## config.mk

```make
export PLATFORM = sky130hd
export DESIGN_NAME = f2_fifo_reader_flat
export DESIGN_NICKNAME = d
export VERILOG_FILES = /design/src/rtl/f2_fifo_reader_if.sv /design/src/rtl/f2_fifo_reader.sv /design/src/flat_wrapper.sv
export SDC_FILE = /design/constraint.sdc
export NUM_CORES = 1
export LEC_CHECK = 0
export ABC_AREA = 1
export CORE_MARGIN = 2
export CORE_UTILIZATION = 35
export CTS_CLUSTER_DIAMETER = 100
export DETAILED_ROUTE_END_ITERATION = 7
export GPL_TIMING_DRIVEN = 0
export PLACE_DENSITY = 0.58
export SYNTH_ARGS = -nofsm -noshare
export SYNTH_HDL_FRONTEND = slang
export SYNTH_SLANG_ARGS = --single-unit
export TNS_END_PERCENT = 20
```

## constraint.sdc

```tcl
create_clock -name clk -period 8.9 [get_ports clk]
set_clock_uncertainty 0.2 [all_clocks]
set_input_delay 1.78 -clock clk [delete_from_list [all_inputs] [get_ports clk]]
set_output_delay 1.78 -clock clk [all_outputs]
set_load 0.05 [all_outputs]
```

## src/rtl/f2_fifo_reader_if.sv

```systemverilog
// f2_fifo_reader_if
// Groups every f2_fifo_reader signal except clk/rst.
//   FIFO side     : fifo_num_i, fifo_rdata0_i, fifo_rdata1_i -> reader
//                   fifo_rd0_en_o, fifo_rd1_en_o             <- reader
//   consumer side : out_valid*_o, out_data*_o               <- reader
//                   out_ready*_i                            -> reader
//   control/stats : flush_i -> reader; accept_cnt_o, stall_cnt_o <- reader
// Handshake: lane k transfers an entry in a cycle where out_validk_o and
// out_readyk_i are both high at the clock edge; lane 1 transfers only when
// lane 0 transfers in the same cycle.
// Modports: master = the reader itself, slave = its environment.
interface f2_fifo_reader_if #(
  parameter int DATA_WIDTH = 5,
  parameter int CNT_WIDTH  = 6,
  parameter int STAT_WIDTH = 32
);
  logic                  flush_i;
  logic [CNT_WIDTH-1:0]  fifo_num_i;
  logic [DATA_WIDTH-1:0] fifo_rdata0_i;
  logic [DATA_WIDTH-1:0] fifo_rdata1_i;
  logic                  fifo_rd0_en_o;
  logic                  fifo_rd1_en_o;
  logic                  out_valid0_o;
  logic [DATA_WIDTH-1:0] out_data0_o;
  logic                  out_valid1_o;
  logic [DATA_WIDTH-1:0] out_data1_o;
  logic                  out_ready0_i;
  logic                  out_ready1_i;
  logic [STAT_WIDTH-1:0] accept_cnt_o;
  logic [STAT_WIDTH-1:0] stall_cnt_o;

  modport master (
    input  flush_i, fifo_num_i, fifo_rdata0_i, fifo_rdata1_i,
           out_ready0_i, out_ready1_i,
    output fifo_rd0_en_o, fifo_rd1_en_o, out_valid0_o, out_data0_o,
           out_valid1_o, out_data1_o, accept_cnt_o, stall_cnt_o
  );

  modport slave (
    output flush_i, fifo_num_i, fifo_rdata0_i, fifo_rdata1_i,
           out_ready0_i, out_ready1_i,
    input  fifo_rd0_en_o, fifo_rd1_en_o, out_valid0_o, out_data0_o,
           out_valid1_o, out_data1_o, accept_cnt_o, stall_cnt_o
  );
endinterface

```

## src/rtl/f2_fifo_reader.sv

```systemverilog
// f2_fifo_reader
// Dual-lane in-order reader for a two-read-port FIFO. Pops 0..2 entries per
// cycle into a two-slot output stage (slot0 older, slot1 younger) and keeps
// accept/stall statistics.
// Ports:
//   clk  - clock
//   rst  - synchronous active-high reset
//   bus  - f2_fifo_reader_if.master (FIFO pop side, consumer handshake,
//          flush and statistic counters)
module f2_fifo_reader #(
  parameter int DATA_WIDTH = 5,
  parameter int CNT_WIDTH  = 6,
  parameter int STAT_WIDTH = 32
) (
  input  logic              clk,
  input  logic              rst,
  f2_fifo_reader_if.master  bus
);

  logic                  r_valid0;
  logic                  r_valid1;
  logic [DATA_WIDTH-1:0] r_data0;
  logic [DATA_WIDTH-1:0] r_data1;
  logic [STAT_WIDTH-1:0] r_accept_cnt;
  logic [STAT_WIDTH-1:0] r_stall_cnt;

  logic       w_take0;
  logic       w_take1;
  logic       w_stall;
  logic [1:0] w_occ;
  logic [1:0] w_ntake;
  logic [1:0] w_rem;
  logic [1:0] w_free;
  logic [1:0] w_num_sat;
  logic [1:0] w_pop;

  // Lane 1 may only transfer alongside lane 0 to keep program order.
  assign w_take0 = r_valid0 & bus.out_ready0_i;
  assign w_take1 = r_valid1 & bus.out_ready1_i & w_take0;
  assign w_stall = r_valid0 & ~bus.out_ready0_i;

  // Pop count uses only registered valids, readies and occupancy so the
  // enables never depend on the FIFO read data.
  always_comb begin
    w_occ     = {1'b0, r_valid0} + {1'b0, r_valid1};
    w_ntake   = {1'b0, w_take0} + {1'b0, w_take1};
    w_rem     = w_occ - w_ntake;
    w_free    = 2'd2 - w_rem;
    w_num_sat = (bus.fifo_num_i >= CNT_WIDTH'(2)) ? 2'd2 : bus.fifo_num_i[1:0];
    w_pop     = (w_free < w_num_sat) ? w_free : w_num_sat;
    if (rst || bus.flush_i) begin
      w_pop = 2'd0;
    end
  end

  assign bus.fifo_rd0_en_o = (w_pop != 2'd0);
  assign bus.fifo_rd1_en_o = (w_pop == 2'd2);

  always_ff @(posedge clk) begin
    if (rst) begin
      r_valid0     <= 1'b0;
      r_valid1     <= 1'b0;
      r_data0      <= '0;
      r_data1      <= '0;
      r_accept_cnt <= '0;
      r_stall_cnt  <= '0;
    end else begin
      // Statistics keep counting through a flush.
      r_accept_cnt <= r_accept_cnt + STAT_WIDTH'(w_ntake);
      r_stall_cnt  <= r_stall_cnt + STAT_WIDTH'(w_stall);
      if (bus.flush_i) begin
        r_valid0 <= 1'b0;
        r_valid1 <= 1'b0;
      end else begin
        // Data registers load only from popped or surviving entries, so
        // stale or undefined FIFO data never lands in a valid slot.
        case (w_rem)
          2'd0: begin
            r_valid0 <= (w_pop != 2'd0);
            r_valid1 <= (w_pop == 2'd2);
            if (w_pop != 2'd0) r_data0 <= bus.fifo_rdata0_i;
            if (w_pop == 2'd2) r_data1 <= bus.fifo_rdata1_i;
          end
          2'd1: begin
            // Survivor is slot1 when slot0 left, otherwise slot0 itself.
            r_valid0 <= 1'b1;
            if (w_take0) r_data0 <= r_data1;
            r_valid1 <= (w_pop != 2'd0);
            if (w_pop != 2'd0) r_data1 <= bus.fifo_rdata0_i;
          end
          default: begin
            r_valid0 <= r_valid0;
            r_valid1 <= r_valid1;
          end
        endcase
      end
    end
  end

  assign bus.out_valid0_o = r_valid0;
  assign bus.out_valid1_o = r_valid1;
  assign bus.out_data0_o  = r_data0;
  assign bus.out_data1_o  = r_data1;
  assign bus.accept_cnt_o = r_accept_cnt;
  assign bus.stall_cnt_o  = r_stall_cnt;

endmodule
```

## src/flat_wrapper.sv

```systemverilog
// flat-port wrapper written by rule: the top's interface ports become plain ports
module f2_fifo_reader_flat 
#(
  parameter int DATA_WIDTH = 5,
  parameter int CNT_WIDTH  = 6,
  parameter int STAT_WIDTH = 32
)
  (clk, rst, bus_flush_i, bus_fifo_num_i, bus_fifo_rdata0_i, bus_fifo_rdata1_i, bus_out_ready0_i, bus_out_ready1_i, bus_fifo_rd0_en_o, bus_fifo_rd1_en_o, bus_out_valid0_o, bus_out_data0_o, bus_out_valid1_o, bus_out_data1_o, bus_accept_cnt_o, bus_stall_cnt_o);
  f2_fifo_reader_if #(.DATA_WIDTH(DATA_WIDTH), .CNT_WIDTH(CNT_WIDTH), .STAT_WIDTH(STAT_WIDTH)) bus_i ();
  input  logic clk;
  input  logic rst;
  input wire logic [$bits(bus_i.flush_i)-1:0] bus_flush_i;
  input wire logic [$bits(bus_i.fifo_num_i)-1:0] bus_fifo_num_i;
  input wire logic [$bits(bus_i.fifo_rdata0_i)-1:0] bus_fifo_rdata0_i;
  input wire logic [$bits(bus_i.fifo_rdata1_i)-1:0] bus_fifo_rdata1_i;
  input wire logic [$bits(bus_i.out_ready0_i)-1:0] bus_out_ready0_i;
  input wire logic [$bits(bus_i.out_ready1_i)-1:0] bus_out_ready1_i;
  output wire logic [$bits(bus_i.fifo_rd0_en_o)-1:0] bus_fifo_rd0_en_o;
  output wire logic [$bits(bus_i.fifo_rd1_en_o)-1:0] bus_fifo_rd1_en_o;
  output wire logic [$bits(bus_i.out_valid0_o)-1:0] bus_out_valid0_o;
  output wire logic [$bits(bus_i.out_data0_o)-1:0] bus_out_data0_o;
  output wire logic [$bits(bus_i.out_valid1_o)-1:0] bus_out_valid1_o;
  output wire logic [$bits(bus_i.out_data1_o)-1:0] bus_out_data1_o;
  output wire logic [$bits(bus_i.accept_cnt_o)-1:0] bus_accept_cnt_o;
  output wire logic [$bits(bus_i.stall_cnt_o)-1:0] bus_stall_cnt_o;
  assign bus_i.flush_i = bus_flush_i;
  assign bus_i.fifo_num_i = bus_fifo_num_i;
  assign bus_i.fifo_rdata0_i = bus_fifo_rdata0_i;
  assign bus_i.fifo_rdata1_i = bus_fifo_rdata1_i;
  assign bus_i.out_ready0_i = bus_out_ready0_i;
  assign bus_i.out_ready1_i = bus_out_ready1_i;
  assign bus_fifo_rd0_en_o = bus_i.fifo_rd0_en_o;
  assign bus_fifo_rd1_en_o = bus_i.fifo_rd1_en_o;
  assign bus_out_valid0_o = bus_i.out_valid0_o;
  assign bus_out_data0_o = bus_i.out_data0_o;
  assign bus_out_valid1_o = bus_i.out_valid1_o;
  assign bus_out_data1_o = bus_i.out_data1_o;
  assign bus_accept_cnt_o = bus_i.accept_cnt_o;
  assign bus_stall_cnt_o = bus_i.stall_cnt_o;
  f2_fifo_reader #(.DATA_WIDTH(DATA_WIDTH), .CNT_WIDTH(CNT_WIDTH), .STAT_WIDTH(STAT_WIDTH)) u_core (.clk(clk), .rst(rst), .bus(bus_i));
endmodule
```

# Yosys cells after proc, flatten, opt, wreduce, memory -nomap -nowiden
# Index checks and enable logic that the tools add are counted.
# word_totals
register_bits	76
input_bits	21
out_inout_bits	78
wordCells	43
# op_classes
n_reduce_logical	7
bitwise_logic	6
n_addsub	6
order_cmp	2
eq_ne	6
muxes	10
# ops
operator	n
32-bit by 1-bit adder with 32-bit output	1
32-bit by 2-bit adder with 32-bit output	1
5-bit case mux with 2 select lines	2
5-bit two-way mux	3
4-bit AND reduction	2
6-bit by 2-bit greater-or-equal comparator with 1-bit output, second input constant	1
2-bit two-way mux	3
2-bit inequality test, second input constant	3
1-bit by 1-bit adder with 2-bit output	2
1-bit AND	4
1-bit case mux with 2 select lines	2
2-bit nonzero test	2
2-bit by 1-bit == test with 1-bit output, second input constant	1
2-bit == test, second input constant	1
2-bit logical NOT	1
2-bit less-than comparator	1
2-bit by 1-bit inequality test with 1-bit output, second input constant	1
1-bit inverter	2
2-bit OR reduction	1
2-bit subtractor	1
2-bit subtractor, first input constant	1
1-bit logical OR	1

# Logic depth before layout (Yosys ltp)
# depth
ltp_word	11
mapped_depth	20
mapped_depth_nobuf	20

# Worst setup path after synthesis
# OpenSTA, ideal clock, no wires.
# synth_path
kind	input -> output
start	input bus_out_ready0_i
end	output bus_fifo_rd1_en_o
required_ns	6.920
n_path_buf	0
path_slack_ns	2.936
t_arrival_ns	3.984
cell_stages	15
cell_sequence	nand2_1 a21oi_1 ha_1 inv_1 ha_1 xor2_1 xnor2_1 inv_1 ha_1 ha_1 nand2_1 nand2_1 nand2_2 nand2_1 inv_1
# synth_between
elab_chain_cells	9
# synth_rtl
item	line	rtl
start, declared	flat_wrapper.sv:16	input wire logic [$bits(bus_i.out_ready0_i)-1:0] bus_out_ready0_i;
1-bit AND (*)	f2_fifo_reader.sv:38	assign w_take0 = r_valid0 & bus.out_ready0_i;
1-bit AND	f2_fifo_reader.sv:39	assign w_take1 = r_valid1 & bus.out_ready1_i & w_take0;
1-bit by 1-bit adder with 2-bit output (*)	f2_fifo_reader.sv:46	w_ntake = {1'b0, w_take0} + {1'b0, w_take1};
2-bit subtractor (*)	f2_fifo_reader.sv:47	w_rem = w_occ - w_ntake;
2-bit subtractor (*)	f2_fifo_reader.sv:48	w_free = 2'd2 - w_rem;
2-bit less-than comparator	f2_fifo_reader.sv:50	w_pop = (w_free < w_num_sat) ? w_free : w_num_sat;
2-bit two-way mux (*)	f2_fifo_reader.sv:50	
2-bit two-way mux (*)	f2_fifo_reader.sv:51	if (rst || bus.flush_i) begin
2-bit == test (*)	f2_fifo_reader.sv:57	assign bus.fifo_rd1_en_o = (w_pop == 2'd2);
end, declared	flat_wrapper.sv:19	output wire logic [$bits(bus_i.fifo_rd1_en_o)-1:0] bus_fifo_rd1_en_o;
# Every way passes the cells marked *; elsewhere a longest branch is shown, timed or not.

# Final worst setup path
# Same ends and word-level chain as after synthesis.

==> flow_results.xml <==
<?xml version="1.0" encoding="UTF-8"?>
<metrics>
  <group name="status">
    <metric name="run_status" unit="">complete, but fails checks</metric>
    <metric name="violations_in_the_final_reports" unit="">DRC</metric>
  </group>
  <group name="layout">
    <metric name="area.growth.synth_to_final" unit="%">35.14</metric>
    <metric name="antenna_cells" unit="">0</metric>
    <metric name="layout_common_cells" unit="">sky130_fd_sc_hd__nand2_1 (137), sky130_fd_sc_hd__clkdlybuf4s50_1 (97), sky130_fd_sc_hd__nor2_1 (88)</metric>
    <metric name="finish.instance_area" unit="um2">5639</metric>
    <metric name="drive_gt1_share" unit="%">7.084</metric>
    <metric name="sequential_cell_area" unit="um2">1521</metric>
    <metric name="total_area_of_multi_input_combinational_cells" unit="um2">2256</metric>
    <metric name="final_common_cell" unit="">sky130_fd_sc_hd__nand2_1</metric>
    <metric name="n_fill_cell" unit="">1188</metric>
    <metric name="final_net_count" unit="">762</metric>
  </group>
  <group name="floorplanning">
    <metric name="die_y" unit="um">113.2</metric>
    <metric name="design.core.area" unit="um2">11520</metric>
    <metric name="cell_row_count" unit="">39</metric>
    <metric name="die_x" unit="um">113.2</metric>
    <metric name="die_area" unit="um2">12810</metric>
    <metric name="start_util" unit="%">36.23</metric>
    <metric name="io-pin-count" unit="">99</metric>
  </group>
  <group name="job">
    <metric name="max_cap_viol_count" unit="">0</metric>
  </group>
  <group name="cts">
    <metric name="htree_num_levels" unit="">3</metric>
    <metric name="ctsRootBufferMaster" unit="">sky130_fd_sc_hd__clkbuf_16</metric>
    <metric name="max-clock-path-buffers" unit="">2</metric>
    <metric name="cts_buffers" unit="">9</metric>
    <metric name="tritoncts_num_sinks" unit="">76</metric>
    <metric name="post_cts_buffers" unit="">0</metric>
    <metric name="post_cts_resized" unit="">0</metric>
    <metric name="clkSlewWorstSetupHoldPaths" unit="ps">60</metric>
    <metric name="cts_tree" unit="">yes</metric>
    <metric name="cts_hold_buf" unit="">0</metric>
    <metric name="worst_skew_pair.late_latency" unit="ps">330</metric>
  </group>
  <group name="sta">
    <metric name="grt_setup_unrepaired" unit="">no</metric>
    <metric name="max-slew-margin-rel" unit="%">46.37</metric>
    <metric name="maxSlewViolCount" unit="">0</metric>
    <metric name="maximum_clock_rate" unit="GHz">0.1378</metric>
    <metric name="final_setup_violation_count" unit="">0</metric>
    <metric name="period_minus_slack" unit="ps">7258</metric>
    <metric name="tightestPinTransition" unit="ps">804.5</metric>
    <metric name="final.setup.tns" unit="ps">0</metric>
    <metric name="hold_viol_final" unit="">0</metric>
    <metric name="layout_worst_path_cycle_share" unit="%">81.55</metric>
  </group>
  <group name="synthesis">
    <metric name="yosys_register_bits" unit="">76</metric>
    <metric name="synth_sequential_area_ratio" unit="%">36.46</metric>
    <metric name="yosys_warnings" unit="">0</metric>
    <metric name="synth.cell_area" unit="um2">4173</metric>
    <metric name="synthesis.area_per_instance" unit="um2">6.709</metric>
    <metric name="syn_inst" unit="">622</metric>
    <metric name="synth.distinct_cells" unit="">36</metric>
    <metric name="synthesis.nets" unit="">654</metric>
  </group>
  <group name="detailed_routing">
    <metric name="detail_route.wirelength.met1" unit="mm">5.494</metric>
    <metric name="drcViolationCount" unit="">1</metric>
    <metric name="viasPerCell" unit="">4.905</metric>
    <metric name="met3WireLength" unit="um">996</metric>
    <metric name="totalWireLength" unit="mm">11.92</metric>
    <metric name="route.met2.wl" unit="mm">5.282</metric>
    <metric name="detail_route.wl_per_cell" unit="um">13.59</metric>
    <metric name="first_iter_violations" unit="">267</metric>
    <metric name="route.top_layer_used" unit="">met4</metric>
    <metric name="drt-pass1-iter-count" unit="">6</metric>
    <metric name="postRouteAntennaNets" unit="">0</metric>
    <metric name="routed-via-count" unit="">4302</metric>
  </group>
  <group name="grt">
    <metric name="global_route.usage.total" unit="%">18.99</metric>
    <metric name="grt_pass1_wl" unit="mm">19.63</metric>
    <metric name="antenna_found_initial" unit="">0</metric>
    <metric name="grt_start_max_net_pins" unit="">13</metric>
    <metric name="number_of_global_route_vias_before_repair" unit="">4073</metric>
    <metric name="grt-ovfl-total" unit="">0</metric>
  </group>
  <group name="critical_path">
    <metric name="critical_path.endpoint_type" unit="">output pin</metric>
    <metric name="criticalPathCategory" unit="">in2out</metric>
    <metric name="crit_chain" unit="">clkdlybuf4s50_1 &gt; nand2_1 &gt; a21oi_1 &gt; ha_1 &gt; inv_1 &gt; ha_1 &gt; xor2_1 &gt; xnor2_1 &gt; inv_1 &gt; ha_1 &gt; ha_1 &gt; nand2_1 &gt; nand2_1 &gt; nand2_2 &gt; nand2_1 &gt; inv_1 &gt; clkdlybuf4s50_1</metric>
    <metric name="critical_path_peak_fanout" unit="">5</metric>
    <metric name="cpMaxStageDelayCell" unit="">sky130_fd_sc_hd__clkdlybuf4s50_1</metric>
    <metric name="worst_path_largest_cell_delay" unit="ps">800</metric>
    <metric name="arrival_time_at_the_worst_endpoint" unit="ps">5280</metric>
    <metric name="cp-start-kind" unit="">primary input</metric>
    <metric name="timing.critical_path.required" unit="ps">6920</metric>
  </group>
  <group name="power_and_ir_drop">
    <metric name="p_leak" unit="uW">0.001985</metric>
    <metric name="finalPower" unit="uW">1104</metric>
    <metric name="ir_worst_vdd" unit="mV">0.1631</metric>
    <metric name="power.density_cell_area" unit="nW/um2">195.7</metric>
  </group>
  <group name="placement">
    <metric name="place.detailed.hpwl" unit="mm">9.240</metric>
    <metric name="post_dp_cell_area" unit="um2">5323</metric>
    <metric name="place.port_buffers" unit="">97</metric>
    <metric name="gp_congestion" unit="">0.8882</metric>
  </group>
  <group name="hold_path">
    <metric name="timing.hold.worst.class" unit="">reg2reg</metric>
  </group>
</metrics>
-- per-stage QoR --
stage                     worst slack (ps)  utilization [%]  hold WS, ps  cells
final                                 1642            48.97        260.2    877
after global routing                  1359            48.97        282.4    877
after CTS                             1635            48.97        264.9    877
after detailed placement              1660            46.22        257.8    862
after global placement                1709            46.22        249.9    862
after floorplan                       2936                -        485.7    622
-- where the power goes --
group          internal, uW  switching, uW
registers               363           17.0
logic                   106            225
clock network           252            141
-- final cells by class --
type,instances,share of cell area [%]
plain buffers,10,0.6878
clock buffers,11,4.304
clock inverters,4,1.309
inverters,95,6.323
multi-input cells,441,40.00
flip-flops and latches,76,26.98
well taps,143,3.173
repair buffers,97,17.22
-- worst max-delay path, delay by kind of cell --
kind,cells,cell delay [ps]
and+or+nand+nor,5,450
buffers and inverters,5,1500
xor gates and xnor gates,2,340
AOI/OAI and AO/OA,1,200
adders and majority gates,4,1000
-- flip-flops by register name, summed over array words and instances (netlist names) --
register	count
u_core.bus.out_valid1_o	1
u_core.bus.out_data0_o	5
u_core.bus.accept_cnt_o	32
u_core.bus.out_data1_o	5
u_core.bus.stall_cnt_o	32
u_core.bus.out_valid0_o	1
-- cell families (layout without fill, tap and decap cells) --
family,Yosys count,count (layout),share of synthesized area (%)
xor gates and xnor gates,16,16,3.358
adders and majority gates,11,11,3.478
DFF,76,76,36.46
AOI/OAI and AO/OA,80,80,9.835
and+or+nand+nor,334,334,37.39
buffers and inverters,105,217,9.475
-- cells in the mapped netlist (all sizes together) --
master / number / area, um2
nand4: 22 / 137.6
a211oi: 1 / 7.510
xor2: 13 / 113.9
nand2: 142 / 545.5
nor3b: 5 / 47.54
clkbuf: 8 / 30.03
nand3b: 3 / 22.52
nor3: 21 / 125.1
dfxtp: 76 / 1521
or2: 11 / 68.82
and3: 1 / 6.260
fa: 1 / 20.02
inv: 95 / 356.6
nor2: 99 / 419.2
a21oi: 46 / 234.0
ha: 10 / 125.1
o21ai: 31 / 155.1
nor4: 4 / 25.02
o21a: 1 / 7.510
buf: 2 / 8.750
xnor2: 3 / 26.28
a31oi: 1 / 6.260
nand3: 26 / 162.7
-- per-layer routing --
metal / global-route usage, % / vias up
met2: 29.82 / 143
met1: 25.97 / 1949
met3: 4.285 / 15
met5: 0 / -
met4: 6.016 / 0
li1: - / 2195
-- path summary, 6_finish.rpt --
path / from / end / slack (ps) / cells past startpoint
worst max-delay path: bus_out_ready0_i / bus_fifo_rd1_en_o / 1640 / 17
worst min-delay path: u_core.bus.out_data0_o[2] / u_core.bus.out_data0_o[2] / 260 / 2
worst max register to register: u_core.bus.out_valid0_o / u_core.bus.out_data1_o[2] / 5610 / 18
worst min register to register: u_core.bus.out_data0_o[2] / u_core.bus.out_data0_o[2] / 260 / 2
Note: power is estimated with default switching activity, not from simulation.
